## config.mk

```make
export PLATFORM = sky130hd
export DESIGN_NAME = time_set_ctrl
export DESIGN_NICKNAME = d
export VERILOG_FILES = /design/src/rtl/clock_pkg.sv /design/src/rtl/button_conditioner.sv /design/src/rtl/time_set_ctrl.sv
export SDC_FILE = /design/constraint.sdc
export NUM_CORES = 1
export LEC_CHECK = 0
export BUFFER_PORTS_ARGS = -buffer_cell sky130_fd_sc_hd__buf_2
export CORE_ASPECT_RATIO = 1.4
export CORE_MARGIN = 2
export CORE_UTILIZATION = 35
export CTS_BUF_LIST = sky130_fd_sc_hd__clkbuf_16
export DETAILED_ROUTE_END_ITERATION = 6
export REMOVE_ABC_BUFFERS = 1
export SETUP_SLACK_MARGIN = 0.3
export SYNTH_ARGS = -nofsm -noshare
export SYNTH_HDL_FRONTEND = slang
export SYNTH_HIERARCHICAL = 1
export SYNTH_SLANG_ARGS = --single-unit
```

## constraint.sdc

```tcl
create_clock -name clk -period 2.4 [get_ports clk]
set_input_delay 0.24 -clock clk [delete_from_list [all_inputs] [get_ports clk]]
set_output_delay 0.24 -clock clk [all_outputs]
set_load 0.01 [all_outputs]
```

## src/rtl/clock_pkg.sv

```systemverilog
// clock_pkg: shared state, limit and field-encoding definitions for the clock controller
package clock_pkg;
  typedef enum logic [1:0] {RUN, SET_HOURS, SET_MINUTES} state_t;
  localparam logic [5:0] MAX_SECONDS = 6'd59;
  localparam logic [5:0] MAX_MINUTES = 6'd59;
  localparam logic [4:0] MAX_HOURS = 5'd23;
  localparam logic [1:0] FIELD_NONE = 2'd0;
  localparam logic [1:0] FIELD_HOURS = 2'd1;
  localparam logic [1:0] FIELD_MINUTES = 2'd2;
  function automatic logic [1:0] field_of(state_t s);
    return s == SET_HOURS ? FIELD_HOURS : s == SET_MINUTES ? FIELD_MINUTES : FIELD_NONE;
  endfunction
endpackage

```

## src/rtl/button_conditioner.sv

```systemverilog
// button_conditioner: synchronize, debounce and edge-detect one raw push button
module button_conditioner #(
  parameter int DEBOUNCE_CYCLES = 16
) (
  input  logic clk,
  input  logic reset,
  input  logic btn_i,
  output logic level_o,
  output logic press_o
);
  localparam int CW = $clog2(DEBOUNCE_CYCLES + 1);
  logic sync1_q, sync2_q, level_q, level_d, press_q, differ, done;
  logic [CW-1:0] cnt_q, cnt_d;
  // accept a new level only after it has differed for DEBOUNCE_CYCLES consecutive cycles
  always_comb begin
    differ = sync2_q != level_q;
    done = differ && cnt_q == CW'(DEBOUNCE_CYCLES - 1);
    cnt_d = (differ && !done) ? cnt_q + CW'(1) : '0;
    level_d = done ? sync2_q : level_q;
  end
  // synchronizer, debounce state and registered rising-edge pulse
  always_ff @(posedge clk or posedge reset) begin
    if (reset) begin
      sync1_q <= 1'b0;
      sync2_q <= 1'b0;
      level_q <= 1'b0;
      cnt_q <= '0;
      press_q <= 1'b0;
    end else begin
      sync1_q <= btn_i;
      sync2_q <= sync1_q;
      level_q <= level_d;
      cnt_q <= cnt_d;
      press_q <= level_d & ~level_q;
    end
  end
  assign level_o = level_q;
  assign press_o = press_q;
endmodule

```

## src/rtl/time_set_ctrl.sv

```systemverilog
// time_set_ctrl: two-button time-setting mode controller with auto-repeat, blink and load strobe
module time_set_ctrl
  import clock_pkg::*;
#(
  parameter int DEBOUNCE_CYCLES = 16,
  parameter int REPEAT_DELAY = 2,
  parameter int REPEAT_RATE = 1
) (
  input  logic       clk,
  input  logic       reset,
  input  logic       tc_time_base,
  input  logic       btn_mode,
  input  logic       btn_inc,
  input  logic [5:0] q_minutes,
  input  logic [4:0] q_hours,
  output logic       tick_en,
  output logic       load,
  output logic [4:0] load_hours,
  output logic [5:0] load_minutes,
  output logic [5:0] load_seconds,
  output logic [1:0] edit_field,
  output logic       blink
);
  state_t state_q, state_d;
  logic [4:0] edit_h_q, edit_h_d;
  logic [5:0] edit_m_q, edit_m_d;
  logic [7:0] hold_q, hold_d, hold_nxt, limit;
  logic rep_q, rep_d, tog_q, tog_d, load_q, load_d;
  logic mode_press, inc_press, inc_lvl, mode_lvl_unused;
  logic setting, held, fire, step;
  button_conditioner #(.DEBOUNCE_CYCLES(DEBOUNCE_CYCLES)) u_mode (
    .clk(clk), .reset(reset), .btn_i(btn_mode), .level_o(mode_lvl_unused), .press_o(mode_press)
  );
  button_conditioner #(.DEBOUNCE_CYCLES(DEBOUNCE_CYCLES)) u_inc (
    .clk(clk), .reset(reset), .btn_i(btn_inc), .level_o(inc_lvl), .press_o(inc_press)
  );
  // next state, edit registers, auto-repeat counter and blink toggle; mode press beats inc
  always_comb begin
    setting = state_q != RUN;
    held = setting & inc_lvl & ~mode_press;
    limit = rep_q ? 8'(REPEAT_RATE) : 8'(REPEAT_DELAY);
    hold_nxt = hold_q + 8'd1;
    fire = held & tc_time_base & (hold_nxt == limit);
    step = setting & ~mode_press & (inc_press | fire);
    state_d = !mode_press ? state_q : state_q == RUN ? SET_HOURS : state_q == SET_HOURS ? SET_MINUTES : RUN;
    edit_h_d = (mode_press && state_q == RUN) ? q_hours :
               (step && state_q == SET_HOURS) ? (edit_h_q == MAX_HOURS ? 5'd0 : edit_h_q + 5'd1) : edit_h_q;
    edit_m_d = (mode_press && state_q == RUN) ? q_minutes :
               (step && state_q == SET_MINUTES) ? (edit_m_q == MAX_MINUTES ? 6'd0 : edit_m_q + 6'd1) : edit_m_q;
    hold_d = !held ? 8'd0 : !tc_time_base ? hold_q : fire ? 8'd0 : hold_nxt;
    rep_d = held & (fire | rep_q);
    tog_d = (state_d == RUN || (inc_press && !mode_press)) ? 1'b0 : tc_time_base ? ~tog_q : tog_q;
    load_d = mode_press & (state_q == SET_MINUTES);
  end
  // state and datapath registers
  always_ff @(posedge clk or posedge reset) begin
    if (reset) begin
      state_q <= RUN;
      edit_h_q <= '0;
      edit_m_q <= '0;
      hold_q <= '0;
      rep_q <= 1'b0;
      tog_q <= 1'b0;
      load_q <= 1'b0;
    end else begin
      state_q <= state_d;
      edit_h_q <= edit_h_d;
      edit_m_q <= edit_m_d;
      hold_q <= hold_d;
      rep_q <= rep_d;
      tog_q <= tog_d;
      load_q <= load_d;
    end
  end
  assign tick_en = tc_time_base & (state_q == RUN);
  assign load = load_q;
  assign load_hours = edit_h_q;
  assign load_minutes = edit_m_q;
  assign load_seconds = '0;
  assign edit_field = field_of(state_q);
  assign blink = tog_q & (state_q != RUN);
endmodule

```

# [After elaboration in Yosys (flattened, before gate mapping)]
# Cells that the tools add are included.
[totals] regBits=42 out_inout_bits=22 elab_cells=89
[op_classes] n_eq_ne=10 n_bitwise=18 muxes=21 n_reduce_logical=18 n_addsub=5
[ops] op="$mux W5" n=5
[ops] op="$mux W8" n=3
[ops] op="$mux W6" n=3
[ops] op="$add A5 B1 Y5 const B" n=3
[ops] op="$and A1 B1 Y1" n=12
[ops] op="$mux W2" n=6
[ops] op="$eq A5 B4 Y1 const B" n=2
[ops] op="$add A8 B1 Y8 const B" n=1
[ops] op="$eq A8 B2 Y1" n=1
[ops] op="$logic_and A1 B1 Y1" n=8
[ops] op="$reduce_bool A2 Y1" n=4
[ops] op="$add A6 B1 Y6 const B" n=1
[ops] op="$eq A6 B6 Y1 const B" n=1
[ops] op="$eq A5 B5 Y1 const B" n=1
[ops] op="$logic_not A2 Y1" n=2
[ops] op="$mux W1" n=4
[ops] op="$not A1 Y1" n=4
[ops] op="$logic_not A1 Y1" n=3
[ops] op="$eq A2 B1 Y1 const B" n=1
[ops] op="$eq A2 B2 Y1 const B" n=1
[ops] op="$ne A1 B1 Y1" n=2
[ops] op="$ne A2 B2 Y1 const B" n=1
[ops] op="$or A1 B1 Y1" n=2
[ops] op="$logic_or A1 B1 Y1" n=1

# [Logic depth before layout (Yosys ltp)]
[logic_depth] depth_word=10 mapped_depth=10 mapped_depth_nobuf=8

# [Cells and area by module]
# The synthesis kept the hierarchy.
[by_module_without_submodules] mod="time_set_ctrl" area_each_um2=1521.5 cells_per_inst=177 seq_area_each_um2=600.6 n_inst=1
[by_module_without_submodules] mod="button_conditioner" area_each_um2=354.1 cells_per_inst=28 seq_area_each_um2=225.2 n_inst=2

# [Least setup slack after synthesis]
# No wires, ideal clock.
[synth_timing] path_kind="reg2reg" start="reg hold_q[0]" end="reg edit_h_q[3] (netlist: load_hours[3])" arrival_time_ns=2.397 path_stages_with_launch=10 setup_time_ns=0.082 period_less_slack_ns=2.479 path_slack_ns=-0.079 cell_sequence="dfrtp_1 -> ha_1 -> and4_1 -> and3_1 -> nor4b_2 -> nand4_1 -> and2_1 -> buf_6 -> or4b_1 -> a31oi_1"
[synth_between] elab_chain_cells=7
[synth_rtl] item="start, declared" line="time_set_ctrl.sv:27" text="logic [7:0] hold_q, hold_d, hold_nxt, limit;"
[synth_rtl] item="start signal, assigned" line="time_set_ctrl.sv:69" text="hold_q <= hold_d;"
[synth_rtl] item="$add A8 B1 Y8" line="time_set_ctrl.sv:42" text="hold_nxt = hold_q + 8'd1;"
[synth_rtl] item="$eq A8 B2 Y1" line="time_set_ctrl.sv:43" text="fire = held & tc_time_base & (hold_nxt == limit);"
[synth_rtl] item="$and A1 B1 Y1" line="time_set_ctrl.sv:43"
[synth_rtl] item="$or A1 B1 Y1" line="time_set_ctrl.sv:44" text="step = setting & ~mode_press & (inc_press | fire);"
[synth_rtl] item="$and A1 B1 Y1" line="time_set_ctrl.sv:44"
[synth_rtl] item="$logic_and A1 B1 Y1" line="time_set_ctrl.sv:47" text="(step && state_q == SET_HOURS) ? (edit_h_q == MAX_HOURS ? 5'd0 : edit_h_q + 5'd1) : edit_h_q;"
[synth_rtl] item="$reduce_bool A2 Y1 (no line)"
[synth_rtl] item="end signal, assigned" line="time_set_ctrl.sv:67" text="edit_h_q <= edit_h_d;"
[synth_rtl] item="end, declared" line="time_set_ctrl.sv:25" text="logic [4:0] edit_h_q, edit_h_d;"
# No other way between the ends.
# A chain may end at the register's enable or synchronous reset.

# [Worst setup path in the final report]
[layout_timing] start="reg hold_q[1]" end="reg edit_h_q[4] (netlist: load_hours[4])"
# Same word-level chain as after synthesis.

==> key figures <==
Status
  – Status: complete, no violations

Placement
  – PortBufs: 31
  – Gpl congestion: 0.8102
  – Place WS: -0.2070 ns
  – Detail Placement HPWL: 3157 um

Critical path
  – Crit-path max FO: 7
  – Crit-path max cell delay: 0.46 ns
  – CP max stage cell: or4b_1
  – CP arrival: 2.48 ns
  – Crit path kind: flip-flop to flip-flop
  – Crit end category: flip-flop
  – CP Data Required Time: 2.60 ns
  – Crit path launch type: flip-flop
  – Cell Chain, Critical Path: ha_4 -> buf_4 -> xor2_2 -> nor4_4 -> nand4_1 -> and2_4 -> or4b_1 -> a31oi_1

Drt
  – Met3 wire length: 170 um
  – WL per Instance: 12.72 um
  – DRT antenna net count: 0
  – Via count: 1809
  – Number of remaining DRC errors: 0
  – Initial DRC count: 96
  – Top Layer Used: met4
  – DR pass1 iterations: 4
  – M1 WL: 2006 um
  – Final WL: 4489 um
  – Via density per instance: 5.125
  – Met2 WL post-DR: 2261 um

Synthesis
  – Mapped Cells: 233
  – Share of the synthesized area in the top cell type: 0.4714
  – Async set-or-reset flop fraction in the synthesized netlist: 1.000
  – Yosys reg bits: 42
  – Largest family of logic cells by synthesized area: simple AND/OR/NAND/NOR gates
  – XOR/XNOR Fraction of Synth Area: 0.05499
  – Syn. warnings: 6
  – Number of library cell types mapped by synthesis: 41
  – Area leader, netlist: dfrtp_1
  – Compound-Gate Fraction of Synth Area: 0.1077
  – Simple-gate share of the synthesized area: 0.2553
  – Multiplexer area fraction after synthesis: 0.008979
  – Synth top area cells: dfrtp_1 (47%), nor2_1 (4.4%), ha_1 (3.9%)
  – Seq/Total Area, Yosys: 0.4714
  – Top FF cell, synth: dfrtp_1
  – Post-synth EDFFs: 0
  – Post-Syn Area per Cell: 9.569 um^2
  – Adder-Cell Fraction of Synth Area: 0.03928
  – Synth Cell Area: 2230 um^2

Floorplanning
  – Die Ht: 98.44 um
  – Die area: 7034 um^2
  – Initial Util: 0.3615
  – Site Rows: 34
  – I/O pins: 38
  – Die width: 71.46 um
  – Core ar.: 6168 um^2

Timing
  – Max-slew headroom: 0.5413
  – Worst-Margin Slew: 0.6864 ns
  – Fin crit share: 0.9513
  – Final setup viols: 0
  – RSZ-0062 raised after global routing: true
  – Worst Skew: 0.007410 ns
  – TNS Setup: 0 ns
  – Final Max Tran Viols: 0
  – Final hold violations: 0
  – Setup WS post-layout: 0.1168 ns
  – Maximum achievable frequency: 438.0 MHz
  – Tmin final: 2.283 ns

Cells and area
  – Synth-to-Final Area Change: 24.97%
  – Layout net count: 303
  – Layout cell share with drive strength beyond 1: 0.2527
  – Antenna cells: 0

Flow run
  – Max Cap Viol: 0

CTS
  – Htree depth: 2
  – Clk_lat worst skew: 0.28 ns
  – Max Root-Sink Buffers: 2
  – CTS sink cnt: 42
  – Clock root cell: clkbuf_16
  – Clock transition at path regs: 0.06 ns
  – CTS tree: yes
  – CTS Buf Count: 5

Power
  – Power Internal: 1.142 mW
  – Logic pwr share: 0.061
  – Tot Pwr: 1.465 mW
  – Sw frac: 0.2208
  – Flop pwr share: 0.510
  – Power per Cell Area: 525.9 nW/um^2
  – Pleak: 1.252 nW
  – Net switching power figure: 0.3236 mW
  – Clock network power share: 0.430
  – Peak supply drop: 0.4293 mV

Global route
  – Grt total ovfl: 0
  – Vias in the first global route: 1753
  – Pin count of the biggest net entering global routing: 25
  – First-pass GRT wire length: 7679 um
  – Gr usage total: 0.1340
  – Initial antenna violation count: 0

Worst hold path
  – Min-delay worst type: input port to flip-flop
==> path summary, 6_finish.rpt <==
check                                   start               to  slack (ns)  cells after the start
worst min-delay path                  btn_inc    u_inc/sync1_q        0.07                      1
worst max register to register      hold_q[1]    load_hours[4]        0.12                      8
min in group asynchronous               reset  u_mode/cnt_q[3]        0.47                      3
worst min register to register  u_inc/sync1_q    u_inc/sync2_q        0.35                      0
worst max-delay path                hold_q[1]    load_hours[4]        0.12                      8
max in group asynchronous               reset        hold_q[2]        1.57                      4
==> flip-flops by register name, summed over array words and instances (netlist names) <==
name / flops
hold_q: 8
load: 1
load_hours: 5
load_minutes: 6
rep_q: 1
state_q: 2
tog_q: 1
u_inc/cnt_q: 5
u_inc/level_o: 1
u_inc/press_o: 1
u_inc/sync1_q: 1
u_inc/sync2_q: 1
u_mode/cnt_q: 5
u_mode/level_o: 1
u_mode/press_o: 1
u_mode/sync1_q: 1
u_mode/sync2_q: 1
==> cells in the mapped netlist, types with 2 or more instances <==
master	instances
nor3b_1	2
nand3b_1	4
nor3_1	7
buf_4	6
nor4_2	2
ha_1	7
mux2i_1	2
nand3_1	6
and4_1	3
nor4_1	2
o21bai_1	2
nand4_1	5
xnor2_1	10
nand2_1	13
and2_1	4
a31oi_1	11
and3_1	8
o21ai_0	14
clkbuf_1	5
inv_1	15
nor2b_1	4
dfrtp_1	42
xor2_1	4
or4_1	2
o211ai_1	2
a21oi_1	8
nor2_1	26
or2b_1	2
or4b_1	3
==> area by class of cell <==
type                            instances  area [um^2]
Inverter                               16        60.06
Tap cell                               72        90.09
Fill cell                             581         3382
Timing Repair Buffer                   47        296.5
Multi-Input combinational cell        168         1150
Clock buffer                            5        125.1
Clock inverter                          3        12.51
Sequential cell                        42         1052
==> critical path, delay by kind of cell (launching register included) <==
| family | cells | cell delay (ns) |
|---|---|---|
| buffers and inverters | 1 | 0.13 |
| and+or+nand+nor | 4 | 1.15 |
| xor gates and xnor gates | 1 | 0.15 |
| DFF | 1 | 0.41 |
| adders and majority gates | 1 | 0.18 |
| AOI/OAI and AO/OA | 1 | 0.18 |
==> stage by stage <==
step / hold slack [ns] / std cells / instance area [um^2] / utilization
global placement: 0.2393 / 339 / 2494 / 0.4043
global route: 0.05671 / 353 / 2786 / 0.4517
CTS: 0.06181 / 353 / 2738 / 0.4438
detailed placement: 0.2343 / 339 / 2494 / 0.4043
finish: 0.06638 / 353 / 2786 / 0.4517
floorplan: 0.06792 / 226 / 2173 / -
==> logic make-up (layout without fill, tap and decap cells) <==
logic type	Yosys count	in the layout
adders and majority gates	7	7
and+or+nand+nor	98	98
muxes	2	2
AOI/OAI and AO/OA	41	41
xor gates and xnor gates	14	14
other	1	6
DFF	42	42
buffers and inverters	28	71
==> cells in the final DEF (no fill, tap or decap), drive strengths merged, types with 6 or more instances in the layout <==
cell | Yosys | final
nand2 | 13 | 13
o21ai | 14 | 14
a21oi | 8 | 8
buf | 7 | 46
xnor2 | 10 | 10
nor3 | 7 | 7
a31oi | 11 | 11
nand3 | 6 | 6
inv | 15 | 16
nor2 | 26 | 26
dfrtp | 42 | 42
ha | 7 | 7
and3 | 8 | 8
conb | 1 | 6
==> power groups by stage <==
stage / clock (mW) / sequential [mW] / combinational, mW
6_report: 0.630 / 0.747 / 0.0887
5_1_grt: 0.686 / 0.750 / 0.102
4_1_cts: 0.651 / 0.746 / 0.0910
3_5_place_dp: 0 / 0.759 / 0.0883
3_3_place_gp: 0 / 0.758 / 0.0874
2_1_floorplan: 0 / 0.758 / 0.0493
==> repair_timing <==
item | CTS | global route
pin swaps | 22 | 7
endpoints found under the setup margin | 11 | 11
resized for setup | 20 | 11
hold endpoints to repair | 18 | 0
setup buffers | 5 | 0
hold buffers | 1 | 0
==> routing by layer <==
layer / GRT usage / vias to the layer above
li1: - / 900
met1: 0.1667 / 875
met2: 0.2308 / 29
met3: 0.03170 / 5
met4: 0.03628 / 0
met5: 0 / -
Power figures use the tool's default switching activity.
